<file path="src/rtl/instr_mem_arbiter.sv">
// rtl/instr_mem_arbiter.sv - fixed-priority core/loader arbiter for the shared instruction memory port
// Loader is forced through after MAX_WAIT consecutive denials; loader writes to the boot ROM get an error response.
module instr_mem_arbiter #(
    parameter int ADDR_WIDTH = 17,
    parameter int MAX_WAIT   = 4
) (
    input  logic                  clk,
    input  logic                  rst,
    input  logic                  core_req_i,
    input  logic [ADDR_WIDTH-1:0] core_addr_i,
    output logic                  core_gnt_o,
    output logic                  core_rvalid_o,
    output logic [31:0]           core_rdata_o,
    input  logic                  dbg_req_i,
    input  logic                  dbg_we_i,
    input  logic [3:0]            dbg_be_i,
    input  logic [ADDR_WIDTH-1:0] dbg_addr_i,
    input  logic [31:0]           dbg_wdata_i,
    output logic                  dbg_gnt_o,
    output logic                  dbg_rvalid_o,
    output logic [31:0]           dbg_rdata_o,
    output logic                  dbg_err_o,
    output logic                  mem_en_o,
    output logic [ADDR_WIDTH-1:0] mem_addr_o,
    output logic [31:0]           mem_wdata_o,
    output logic                  mem_we_o,
    output logic [3:0]            mem_be_o,
    input  logic [31:0]           mem_rdata_i
);

    localparam logic [7:0] MAX_WAIT_C = 8'(MAX_WAIT);

    typedef enum logic [1:0] {
        RESP_NONE,
        RESP_CORE,
        RESP_DBG,
        RESP_DBG_ERR
    } resp_e;

    resp_e      resp_q, resp_d;
    logic [7:0] wait_cnt_q, wait_cnt_d;
    logic       dbg_win, core_win, boot_wr;

    always_comb begin
        dbg_win  = dbg_req_i && (!core_req_i || (wait_cnt_q >= MAX_WAIT_C));
        core_win = core_req_i && !dbg_win;
        boot_wr  = dbg_we_i && dbg_addr_i[ADDR_WIDTH-1];
    end

    // Grants are suppressed combinationally so nothing reaches memory while reset is held.
    assign core_gnt_o = core_win && !rst;
    assign dbg_gnt_o  = dbg_win && !rst;

    always_comb begin
        mem_en_o    = 1'b0;
        mem_we_o    = 1'b0;
        mem_addr_o  = core_addr_i;
        mem_wdata_o = dbg_wdata_i;
        mem_be_o    = 4'hF;
        if (dbg_gnt_o) begin
            mem_en_o   = !boot_wr;
            mem_we_o   = dbg_we_i && !boot_wr;
            mem_addr_o = dbg_addr_i;
            mem_be_o   = dbg_be_i;
        end else if (core_gnt_o) begin
            mem_en_o = 1'b1;
        end
    end

    always_comb begin
        resp_d = RESP_NONE;
        if (dbg_gnt_o) begin
            resp_d = boot_wr ? RESP_DBG_ERR : RESP_DBG;
        end else if (core_gnt_o) begin
            resp_d = RESP_CORE;
        end

        wait_cnt_d = 8'd0;
        if (dbg_req_i && !dbg_gnt_o && (wait_cnt_q != 8'hFF)) begin
            wait_cnt_d = wait_cnt_q + 8'd1;
        end else if (dbg_req_i && !dbg_gnt_o) begin
            wait_cnt_d = wait_cnt_q;
        end
    end

    always_ff @(posedge clk or posedge rst) begin
        if (rst) begin
            resp_q     <= RESP_NONE;
            wait_cnt_q <= 8'd0;
        end else begin
            resp_q     <= resp_d;
            wait_cnt_q <= wait_cnt_d;
        end
    end

    always_comb begin
        core_rvalid_o = (resp_q == RESP_CORE);
        core_rdata_o  = (resp_q == RESP_CORE) ? mem_rdata_i : 32'd0;
        dbg_rvalid_o  = (resp_q == RESP_DBG) || (resp_q == RESP_DBG_ERR);
        dbg_err_o     = (resp_q == RESP_DBG_ERR);
        dbg_rdata_o   = (resp_q == RESP_DBG) ? mem_rdata_i : 32'd0;
    end

endmodule

</file>
<file path="config.mk">
export PLATFORM = sky130hd
export DESIGN_NAME = instr_mem_arbiter
export DESIGN_NICKNAME = d
export VERILOG_FILES = /design/src/rtl/instr_mem_arbiter.sv
export SDC_FILE = /design/constraint.sdc
export NUM_CORES = 1
export LEC_CHECK = 0
export CORE_AREA = 3 3 89 91
export CTS_BUF_LIST = sky130_fd_sc_hd__clkbuf_16
export CTS_CLUSTER_SIZE = 40
export DETAILED_ROUTE_END_ITERATION = 8
export DIE_AREA = 0 0 92 94
export PLACE_DENSITY = 0.73
export REMOVE_ABC_BUFFERS = 1
export SLEW_MARGIN = 0
export SYNTH_ARGS = -nofsm -noshare
export SYNTH_HDL_FRONTEND = slang
export SYNTH_SLANG_ARGS = --single-unit
</file>
<file path="constraint.sdc">
create_clock -name clk -period 2.55 [get_ports clk]
set_input_delay 0.255 -clock clk [delete_from_list [all_inputs] [get_ports clk]]
set_output_delay 0.255 -clock clk [all_outputs]
set_load 0.005 [all_outputs]
</file>
Word-level counts from Yosys, hierarchy flattened
Index checks and enable logic that the tools add are counted.

cells by class
  order comparisons = 1
  multiplexer cells = 12
  equal/unequal tests = 5
  reduce and logical (&&, ||, !) cells = 15
  add/sub/neg operators = 1

operators with widths
  cell                                                                    count
  32-bit two-way mux                                                      2
  17-bit two-way mux                                                      1
  8-bit two-way mux                                                       2
  8-bit by 1-bit adder with 8-bit output (second input constant)          1
  8-bit by 3-bit >= comparator with 1-bit output (second input constant)  1
  1-bit logical AND                                                       8
  8-bit != test (second input constant)                                   1
  1-bit logical NOT                                                       5
  1-bit two-way mux                                                       5
  2-bit == test (second input constant)                                   2
  4-bit two-way mux                                                       1
  2-bit by 1-bit == test with 1-bit output (second input constant)        1
  1-bit logical OR                                                        2
  2-bit two-way mux                                                       1
  2-bit by 1-bit != test with 1-bit output (second input constant)        1

word-level totals
  input bits = 107
  output and inout bits = 124
  logic and storage cells = 36
  flip-flop bits (word level) = 10

Logic depth before layout (Yosys ltp)
Gate-level depths: netlist of run 1.

  depth in word-level cells = 8
  gate-level depth with buffers = 6
  depth with buffers taken out = 5

Worst setup path before layout of run 1
No wires, ideal clock.

  path type = flip-flop to output port
  start point = register wait_cnt_q[6]
  end point = output port mem_addr_o[10]
  path slack = 526 ps
  required time = 2295 ps
  cell stages (with the launch flop) = 6
  buffers on the path = 1
  arrival time = 1769 ps
  cell sequence = dfrtp_1 or4b_4 nor4_4 or3_1 buf_4 mux2_1

between the ends
  cells in the longest elaborated chain, start to end = 5

ends and longest elaborated chain
  item                                            RTL line  RTL
  start, declared                                 41        logic [7:0] wait_cnt_q, wait_cnt_d;
  start signal, assigned                          92        wait_cnt_q <= wait_cnt_d;
  8-bit by 3-bit >= comparator with 1-bit output  45        dbg_win = dbg_req_i && (!core_req_i || (wait_cnt_q >= MAX_WAIT_C));
  1-bit logical OR                                45
  1-bit logical AND                               45
  1-bit logical AND                               52        assign dbg_gnt_o = dbg_win && !rst;
  17-bit two-way mux                              60        if (dbg_gnt_o) begin
  end, declared                                   24        output logic [ADDR_WIDTH-1:0] mem_addr_o,

No other way between the ends.

Worst setup path in the final report of run 1
  start point = register wait_cnt_q[6]
  end point = output port mem_addr_o[6]

Same word-level chain as after synthesis.

==> metrics.cfg, run 1 <==
[power_and_ir_drop]
sw_frac_of_total = 0.223
p_int_uw = 611
vdd.ir_drop.worst_mv = 0.190
leakage_uw = 0.00133
p_comb_frac = 0.441
pwr-share-seq = 0.214
netSwitchingPower_uw = 175
p_clk_frac = 0.345
power_density_mw_per_mm2 = 246

[clock_tree]
cts.reportedPaths.clkPinSlew_ps = 40
cts_tree = built
cts.sinks = 10
clock_path_buffers = 2
htree_num_levels = 1
clockRootBuffer = clkbuf_16
clk_latency_ps = 240
numCtsBuffers = 3

[setup_path]
critical_path_class = flip-flop to output pin
path_buf_inv = 2
end_kind = output pin
crit_required_ps = 2300
path_cells = or4b_4, nor4_4, or3_4, buf_12, mux2_1, dlygate4sd2_1
reg2reg_depth = 7
start_kind = flip-flop
slowest_stage = or4b_4
crit_cells = 6
critPathTopFamily = simple AND/OR/NAND/NOR gates
cp_max_fo = 10
cp_data_arrival_time_ps = 2260
slowest_delay_ps = 550

[logic_synthesis]
ys_types = 30
synth-edff-count = 0
synth.avg_cell_area_um2 = 7.89
yosysSeqAreaShare = 0.170
ys.flop_type = dfrtp_1
ys_ff_latch = 10
syn-cell-area_mm2 = 0.00148
syn_inst = 187
synth_top_cell_by_area = and2_1
yosysTopAreaCellShare = 0.280
netlist_top_cells_area = and2_1 28%, dfrtp_1 17%, buf_4 17%, mux2_1 13%, nand2b_1 2.1%
synthArstFlopShare = 1.00
ys_warn_count = 0

[timing]
hold-worst-slack_ps = 419
fin_crit_ps = 2520
max-slew-margin-rel = 0.565
tightest_slew_ps = 648
slew_viol_final = 0
fmax_mhz = 397
period_share = 0.987
rsz0062_at_grt = yes
fin_worst_skew_ps = 0.819
final-setup-viol-count = 0
hold_viol = 0

[place]
io_buffers = 166
hpwl_mm = 5.71
dp.cells = 422
gp_congestion = 0.837

[route]
drtIter0Drc = 5
wire_per_inst_um = 15.2
wirelength_mm = 6.52
firstDrtPassIters = 3
num_vias = 1802
final_antenna_net_count = 0
drc_errors = 0
viasPerCell = 4.20

[floorplanning]
core_mm2 = 0.00721
die-area_mm2 = 0.00865
io-pin-count = 231
die_x_um = 92
rows = 31
die_h_um = 94
start_util = 0.204

[layout]
final_layout_size_suffix_gt1_frac = 0.0909
layout_commonest_cell = clkdlybuf4s50_1
final_cell_mix = 141 x clkdlybuf4s50_1, 66 x and2_1, 16 x mux2_1
final_cells = 429
fill_cells = 722
area_delta_synth_final_pct = 117
layout.nets = 441
antenna_cells = 0

[run]
drv_cap = 0

[grt]
overflow = 0
grt_max_degree = 33
grt_pass1_wl_mm = 9.25
grt_pass1_vias = 1783
grt_usage = 0.139
antenna_found_initial = 0

[worst_hold_path]
min_path_type = primary input to asynchronous set/reset pin

[status]
status = completed

==> repair_timing <==
action	CTS	global route
setup buffers	2	1
hold buffers	0	0
gates resized for setup	35	15
endpoints found under the setup margin	24	18
cloned	1	0
pin swaps	0	1
==> area by class of cell <==
cell class | instances | area, um^2 | area share
Clock buffer | 3 | 75.1 | 0.0235
Inverter | 7 | 26.3 | 0.00822
Multi-Input combinational cell | 129 | 927 | 0.290
Sequential cell | 10 | 250 | 0.0783
Tap cell | 99 | 124 | 0.0387
Timing Repair Buffer | 181 | 1790 | 0.561
==> path summary, 6_finish.rpt <==
kind                                            from                        end  slack (ps)
min reg2reg                wait_cnt_q[1]$_DFFE_PP0P_  wait_cnt_q[1]$_DFFE_PP0P_         580
max                        wait_cnt_q[6]$_DFFE_PP0P_              mem_addr_o[6]          30
max in group asynchronous                        rst  wait_cnt_q[4]$_DFFE_PP0P_        1990
max reg2reg                wait_cnt_q[6]$_DFFE_PP0P_        resp_q[1]$_DFF_PP0_         740
min in group clk                     dbg_wdata_i[10]            mem_wdata_o[10]         510
min                                              rst  wait_cnt_q[2]$_DFFE_PP0P_         420
==> sequential cells by signal (all words and copies together), names as in the netlist <==
name / cells
wait_cnt_q: 8
resp_q: 2
==> cell usage after synthesis, drive strengths merged (3+ instances only) <==
cell type  number
nor2b           3
o21ai           3
clkbuf          7
nand2b          5
mux2           17
buf            34
dfrtp          10
inv             7
nand2           3
and2           66
nor2            8
==> power by group through the flow <==
stage	Clock [uW]	Sequential [uW]	Combinational (uW)
finish	272	168	347
global route	286	169	376
CTS	277	168	347
detailed placement	0	170	356
global placement	0	170	352
floorplan	0	169	86.7
==> per-stage QoR <==
stage	setup WS [ps]	TNS (ps)	power [uW]	utilization	cell area (um^2)
floorplan	256	0	256	-	1190
global placement	-179	-3170	522	0.426	3080
detailed placement	-239	-4230	527	0.426	3080
CTS	4.01	0	792	0.439	3170
global route	-57.5	-230	831	0.443	3200
finish	33.6	0	787	0.443	3200
==> worst register-to-register path: stages, from the launching register on <==
cell,delay (ps)
dfrtp_1,360
or4b_4,550
nor4_4,170
or3_4,220
buf_16,120
buf_12,100
inv_2,60
buf_4,130
==> cell families (layout without fill, tap and decap cells) <==
| kind of cell | Yosys count | count (layout) | share of synthesized area |
|---|---|---|---|
| simple gates | 97 | 97 | 0.405 |
| buf+inv | 48 | 191 | 0.211 |
| mux | 19 | 19 | 0.143 |
| flops | 10 | 10 | 0.170 |
| compound gates | 8 | 8 | 0.0356 |
| xor+xnor | 3 | 3 | 0.0178 |
| fa+ha+maj | 2 | 2 | 0.0170 |
==> layer usage <==
layer	vias to the layer above	track usage	share of wire
met5	-	0.0705	0.0075
met4	2	0.0186	0.0048
met3	7	0.112	0.22
met2	183	0.217	0.40
met1	757	0.147	0.36
li1	853	-	-
Note: power is estimated with default switching activity, not from simulation.
==> inputs of run 2 (changes only) <==
--- a/config.mk
+++ b/config.mk
@@ -5,12 +5,14 @@
 export SDC_FILE = /design/constraint.sdc
 export NUM_CORES = 1
 export LEC_CHECK = 0
-export CORE_AREA = 3 3 89 91
+export ABC_AREA = 1
+export CORE_AREA = 3 3 88 90
 export CTS_BUF_LIST = sky130_fd_sc_hd__clkbuf_16
 export CTS_CLUSTER_SIZE = 40
 export DETAILED_ROUTE_END_ITERATION = 8
-export DIE_AREA = 0 0 92 94
-export PLACE_DENSITY = 0.73
+export DIE_AREA = 0 0 91 93
+export MAX_ROUTING_LAYER = met4
+export PLACE_DENSITY = 0.75
 export REMOVE_ABC_BUFFERS = 1
 export SLEW_MARGIN = 0
 export SYNTH_ARGS = -nofsm -noshare
==> run 2 against run 1 <==
Net effect:
- final area decreased by 2.9%
- clock-buffer cell count is the same
- global-route usage grew 1.3 points
- clock skew is essentially flat
- highest routed layer is now met4
- synthesized cell count rose by 49%
- combinational power grew 4%
==> metrics.cfg, run 2 <==
[setup_path]
crit_required_ps = 2300  ; about the same
cp_max_fo = 32  ; was 10
end_kind = output pin  ; unchanged
start_kind = flip-flop  ; unchanged
r2r_start = wait_cnt_q[0]$_DFFE_PP0P_  ; was wait_cnt_q[6]$_DFFE_PP0P_
reg2reg_depth = 6  ; was 7
reg2reg_slack_ps = 1090  ; was 740 ps
cp_data_arrival_time_ps = 2030  ; was 2260 ps
timing.rr.end = wait_cnt_q[1]$_DFFE_PP0P_  ; was resp_q[1]$_DFF_PP0_
critical_path_class = flip-flop to output pin  ; unchanged

[grt]
grt_usage = 0.153  ; was 0.139
grt_max_degree = 33  ; unchanged
overflow = 0  ; unchanged
grt_pass1_vias = 1990  ; was 1783
antenna_found_initial = 0  ; unchanged
grt_pass1_wl_mm = 9.98  ; was 9.25 mm

[route]
firstDrtPassIters = 4  ; was 3
drtIter0Drc = 40  ; was 5
drc_errors = 0  ; unchanged
num_vias = 2059  ; was 1802
wirelength_mm = 6.75  ; was 6.52 mm
wire_per_inst_um = 13.3  ; was 15.2 um
viasPerCell = 4.06  ; was 4.20
final_antenna_net_count = 0  ; unchanged

[worst_hold_path]
min_path_type = primary input to asynchronous set/reset pin  ; unchanged

[run]
drv_cap = 0  ; unchanged

[timing]
fmax_mhz = 438  ; was 397 MHz
setup_tns_ps = 0  ; unchanged
tightest_slew_ps = 938  ; was 648 ps
rsz0062_at_grt = no  ; was yes
period_share = 0.895  ; was 0.987
hold-worst-slack_ps = 428  ; was 419 ps
slew_viol_final = 0  ; unchanged
fin_worst_skew_ps = 1.25  ; was 0.819 ps
max-slew-margin-rel = 0.374  ; was 0.565
final-setup-viol-count = 0  ; unchanged
fin_crit_ps = 2280  ; was 2520 ps
hold_viol = 0  ; unchanged

[place]
io_buffers = 166  ; unchanged
gp_congestion = 0.787  ; was 0.837
hpwl_mm = 5.77  ; was 5.71 mm
dp.cells = 503  ; was 422
place_area_mm2 = 0.00302  ; was 0.00308 mm^2

[layout]
fin_area_mm2 = 0.00310  ; was 0.00320 mm^2
reg.largest.list = wait_cnt_q x8, resp_q x2  ; unchanged
layout.nets = 518  ; was 441
top_register = wait_cnt_q  ; unchanged
final_cells = 507  ; was 429
final_layout_size_suffix_gt1_frac = 0.0466  ; was 0.0909
largest_reg_flops = 8  ; unchanged
area_delta_synth_final_pct = 105  ; was 117%
layout_commonest_cell = clkdlybuf4s50_1  ; unchanged
antenna_cells = 0  ; unchanged
utilization = 0.435  ; was 0.443
final_cell_mix = 166 x clkdlybuf4s50_1, 72 x nor2_1, 68 x nand2_1  ; was 141 x clkdlybuf4s50_1, 66 x and2_1, 16 x mux2_1

[logic_synthesis]
ys_top_cells_by_count = 72 x nor2_1, 68 x nand2_1, 48 x inv_1, 33 x buf_4  ; was 66 x and2_1, 33 x buf_4, 17 x mux2_1, 10 x dfrtp_1, 8 x nor2_1
yosysTopAreaCellShare = 0.179  ; was 0.280
netlist_top_cells_area = nor2_1 18%, nand2_1 17%, dfrtp_1 17%, buf_4 16%, inv_1 12%  ; was and2_1 28%, dfrtp_1 17%, buf_4 17%, mux2_1 13%, nand2b_1 2.1%
ys_ff_latch = 10  ; unchanged
synth_most_common_cell = nor2_1  ; was and2_1
syn-cell-area_mm2 = 0.00151  ; was 0.00148 mm^2
synth-edff-count = 0  ; unchanged
synth.avg_cell_area_um2 = 5.44  ; was 7.89 um^2
ys_warn_count = 0  ; unchanged
yosysSeqAreaShare = 0.166  ; was 0.170
syn_inst = 278  ; was 187
ys.flop_type = dfrtp_1  ; unchanged
synthArstFlopShare = 1.00  ; unchanged
ys_types = 22  ; was 30
synth_top_cell_by_area = nor2_1  ; was and2_1

[clock_tree]
clock_path_buffers = 2  ; unchanged
htree_num_levels = 1  ; unchanged
cts.sinks = 10  ; unchanged
clockRootBuffer = clkbuf_16  ; unchanged
clk_latency_ps = 240  ; about the same
hold_buffers = 0  ; unchanged
cts_tree = built  ; unchanged
numCtsBuffers = 3  ; unchanged
cts_setup_buffers = 0  ; was 2
cts.reportedPaths.clkPinSlew_ps = 40  ; about the same
cts_resized = 0  ; was 35

[floorplanning]
die_x_um = 91  ; was 92 um
rows = 31  ; unchanged
io-pin-count = 231  ; unchanged
start_util = 0.212  ; was 0.204
die-area_mm2 = 0.00846  ; was 0.00865 mm^2
die_h_um = 93  ; was 94 um
core_mm2 = 0.00714  ; was 0.00721 mm^2

[power_and_ir_drop]
vdd.ir_drop.worst_mv = 0.163  ; was 0.190 mV
power_density_mw_per_mm2 = 259  ; was 246 mW/mm^2
leakage_uw = 0.00148  ; was 0.00133 uW

[status]
status = completed  ; unchanged

-- run 2: changes by cell type after synthesis, moves of 5 or more --
cell,change
inv_1,+42
and2_1,-66
nor2_1,+64
nand2b_1,-5
mux2_1,-17
nand2_1,+65
nand3_1,+8
-- run 2: layout make-up --
| class | instances | area, um^2 |
|---|---|---|
| well taps | 99 | 124 |
| fillers | 743 | 4030 |
| inverters | 52 | 195 |
| flip-flops and latches | 10 | 250 |
| repair buffers | 169 | 1700 |
| clock inverters | 1 | 3.75 |
| multi-input cells | 173 | 758 |
| clock buffers | 3 | 75.1 |
-- run 2: how the worst max path moves through the flow --
stage,start,to,cells past startpoint
2_1_floorplan,rst,mem_we_o,5
3_3_place_gp,core_req_i,mem_we_o,9
3_5_place_dp,core_req_i,mem_we_o,9
4_1_cts,resp_q[0]$_DFF_PP0_,core_rdata_o[23],5
5_1_grt,resp_q[0]$_DFF_PP0_,core_rdata_o[7],5
6_report,resp_q[0]$_DFF_PP0_,core_rdata_o[14],5
-- run 2: routing by layer --
layer | up-vias | GRT usage | wire (um) | share of wire
met2 | 146 | 0.261 | 3140 | 0.47
met5 | - | - | 0 | 0
met1 | 888 | 0.149 | 2510 | 0.37
met4 | 0 | 0.0339 | 53 | 0.0078
met3 | 4 | 0.0917 | 1050 | 0.16
li1 | 1021 | - | - | -
-- run 2: cell families (layout without fill, tap and decap cells) --
group / count (synthesis) / in the layout / synth area share
xor gates and xnor gates: 3 / 3 / 0.0174
AOI/OAI and AO/OA: 7 / 7 / 0.0306
DFF: 10 / 10 / 0.166
and+or+nand+nor: 161 / 161 / 0.437
adders and majority gates: 2 / 2 / 0.0166
buffers and inverters: 95 / 225 / 0.333
-- run 2: critical path, cell delays in order, from the launching register on --
cell and delay [ps]:
dfrtp_1 390, inv_1 70, nor2_1 50, inv_1 680, nor2_1 100, clkdlybuf4s50_1 490
-- run 2: metrics by stage --
step | total power [uW] | setup WS, ps
2_1_floorplan | 270 | 1010
3_3_place_gp | 531 | 338
3_5_place_dp | 537 | 284
4_1_cts | 819 | 217
5_1_grt | 849 | 55.5
6_report | 805 | 267
-- run 2: power by group --
part,switching [uW],internal [uW]
logic,126,235
clock network,69.8,205
registers,5.30,164
==> inputs of run 3 (changes only) <==
--- a/config.mk
+++ b/config.mk
@@ -13,6 +13,7 @@
 export DIE_AREA = 0 0 91 93
 export MAX_ROUTING_LAYER = met4
 export PLACE_DENSITY = 0.75
+export RECOVER_POWER = 100
 export REMOVE_ABC_BUFFERS = 1
 export SLEW_MARGIN = 0
 export SYNTH_ARGS = -nofsm -noshare
==> run 3 against run 2 <==
Net effect:
- global-route usage is the same
- sequential share of layout area hardly changed
- final cell count did not move
- hold slack improved by 82 ps
- core utilization is 0.23 points lower
- power decreased by 2.7%
- sequential power barely moved
- clock-buffer cell count did not move
==> metrics.cfg, run 3 (synthesis results as in run 2) <==
[clock_tree]
cts.sinks = 10  ; unchanged
clockRootBuffer = clkbuf_16  ; unchanged
cts_setup_buffers = 0  ; unchanged
clk_latency_ps = 240  ; about the same
numCtsBuffers = 3  ; unchanged
cts_resized = 0  ; unchanged
hold_buffers = 0  ; unchanged
cts_tree = built  ; unchanged
clock_path_buffers = 2  ; unchanged
htree_num_levels = 1  ; unchanged

[layout]
antenna_cells = 0  ; unchanged
multi_input_area_um2 = 744  ; was 758 um^2
largest_reg_flops = 8  ; unchanged
area_delta_synth_final_pct = 104  ; was 105%
top_register = wait_cnt_q  ; unchanged
fill_cells = 745  ; was 743
seqCellArea_um2 = 250  ; unchanged
layout.nets = 518  ; unchanged
final_cell_mix = 103 x clkdlybuf4s50_1, 73 x nor2_1, 68 x nand2_1  ; was 166 x clkdlybuf4s50_1, 72 x nor2_1, 68 x nand2_1
reg.largest.list = wait_cnt_q x8, resp_q x2  ; unchanged
layout_commonest_cell = clkdlybuf4s50_1  ; unchanged
final_layout_size_suffix_gt1_frac = 0.0392  ; was 0.0466

[setup_path]
r2r_start = wait_cnt_q[2]$_DFFE_PP0P_  ; was wait_cnt_q[0]$_DFFE_PP0P_
critical_path_class = primary input to output pin  ; was flip-flop to output pin
start_kind = primary input  ; was flip-flop
cp_data_arrival_time_ps = 2130  ; was 2030 ps
timing.rr.end = wait_cnt_q[2]$_DFFE_PP0P_  ; was wait_cnt_q[1]$_DFFE_PP0P_
end_kind = output pin  ; unchanged
reg2reg_slack_ps = 890  ; was 1090 ps
reg2reg_depth = 7  ; was 6
crit_required_ps = 2300  ; about the same
cp_max_fo = 21  ; was 32

[timing]
rsz0062_at_grt = no  ; unchanged
final-setup-viol-count = 0  ; unchanged
tightest_slew_ps = 937  ; was 938 ps
fin_worst_skew_ps = 1.15  ; was 1.25 ps
slew_viol_final = 0  ; unchanged
fmax_mhz = 418  ; was 438 MHz
max-slew-margin-rel = 0.375  ; was 0.374
fin_crit_ps = 2390  ; was 2280 ps
setup_tns_ps = 0  ; unchanged
period_share = 0.937  ; was 0.895
hold_viol = 0  ; unchanged

[route]
firstDrtPassIters = 4  ; unchanged
viasPerCell = 4.07  ; was 4.06
wire_per_inst_um = 13.3  ; about the same
wirelength_mm = 6.77  ; was 6.75 mm
drc_errors = 0  ; unchanged
num_vias = 2064  ; was 2059
drtIter0Drc = 38  ; was 40
final_antenna_net_count = 0  ; unchanged

[run]
drv_cap = 0  ; unchanged

[power_and_ir_drop]
leakage_uw = 0.00162  ; was 0.00148 uW
power_density_mw_per_mm2 = 254  ; was 259 mW/mm^2
vdd.ir_drop.worst_mv = 0.162  ; was 0.163 mV
total_power_uw = 783  ; was 805 uW

[place]
io_buffers = 166  ; unchanged
gp_congestion = 0.787  ; unchanged
hpwl_mm = 5.77  ; unchanged

[grt]
grt_pass1_vias = 1990  ; unchanged
grt_max_degree = 33  ; unchanged
grt_pass1_wl_mm = 9.98  ; unchanged
antenna_found_initial = 0  ; unchanged
overflow = 0  ; unchanged
grt_usage = 0.153  ; unchanged

[worst_hold_path]
hold_start = dbg_wdata_i[1]
min_path_type = primary input to output pin  ; was primary input to asynchronous set/reset pin
whs_path_depth = 0
holdPathEnd = mem_wdata_o[1]

[floorplanning]
start_util = 0.212  ; unchanged
die-area_mm2 = 0.00846  ; unchanged
io-pin-count = 231  ; unchanged
rows = 31  ; unchanged
core_mm2 = 0.00714  ; unchanged
die_h_um = 93  ; unchanged
die_x_um = 91  ; unchanged

[status]
status = completed  ; unchanged

-- run 3: how the worst max path moves through the flow --
stage / startpoint / to / depth (start not counted)
final: core_req_i / mem_addr_o[3] / 9
after global routing: resp_q[0]$_DFF_PP0_ / core_rdata_o[29] / 5
after CTS: resp_q[0]$_DFF_PP0_ / core_rdata_o[23] / 5
after detailed placement: core_req_i / mem_we_o / 9
after global placement: core_req_i / mem_we_o / 9
after floorplan: rst / mem_we_o / 5
-- run 3: worst max-delay path: stages --
cell and delay [ps]:
dlygate4sd3_1 570, nand2_2 70, nor2_1 60, nand2_4 70, nand3_4 80, inv_2 280
nand2_1 110, nand2_1 70, dlygate4sd3_1 570
-- run 3: per-layer routing --
layer  vias up  wire length [um]  GRT usage
met2       146              3170      0.261
met1       893              2490      0.149
met3         4              1070     0.0917
met4         0                39     0.0339
met5         -                 0          -
li1       1021                 -          -
-- run 3: cell type report --
| class | count | area share |
|---|---|---|
| Multi-Input combinational cell | 173 | 0.241 |
| Clock inverter | 1 | 0.00122 |
| Sequential cell | 10 | 0.0811 |
| Tap cell | 99 | 0.0401 |
| Timing Repair Buffer | 169 | 0.549 |
| Inverter | 52 | 0.0632 |
| Clock buffer | 3 | 0.0243 |
-- run 3: metrics by stage --
stage           util  setup WS (ps)  hold WS (ps)  cell area, um^2  cells
2_1_floorplan      -           1010           167             1200    235
3_3_place_gp   0.424            338           510             3020    503
3_5_place_dp   0.424            284           510             3020    503
4_1_cts        0.435            217           430             3100    507
5_1_grt        0.433           28.7           510             3090    507
6_report       0.433            160           510             3090    507
-- run 3: power by group --
part / total (uW) / internal [uW] / leakage, uW / switching (uW)
clock network: 275 / 205 / 0.0000385 / 69.7
logic: 339 / 216 / 0.00145 / 123
registers: 169 / 164 / 0.000137 / 5.27
total: 783 / 585 / 0.00162 / 198
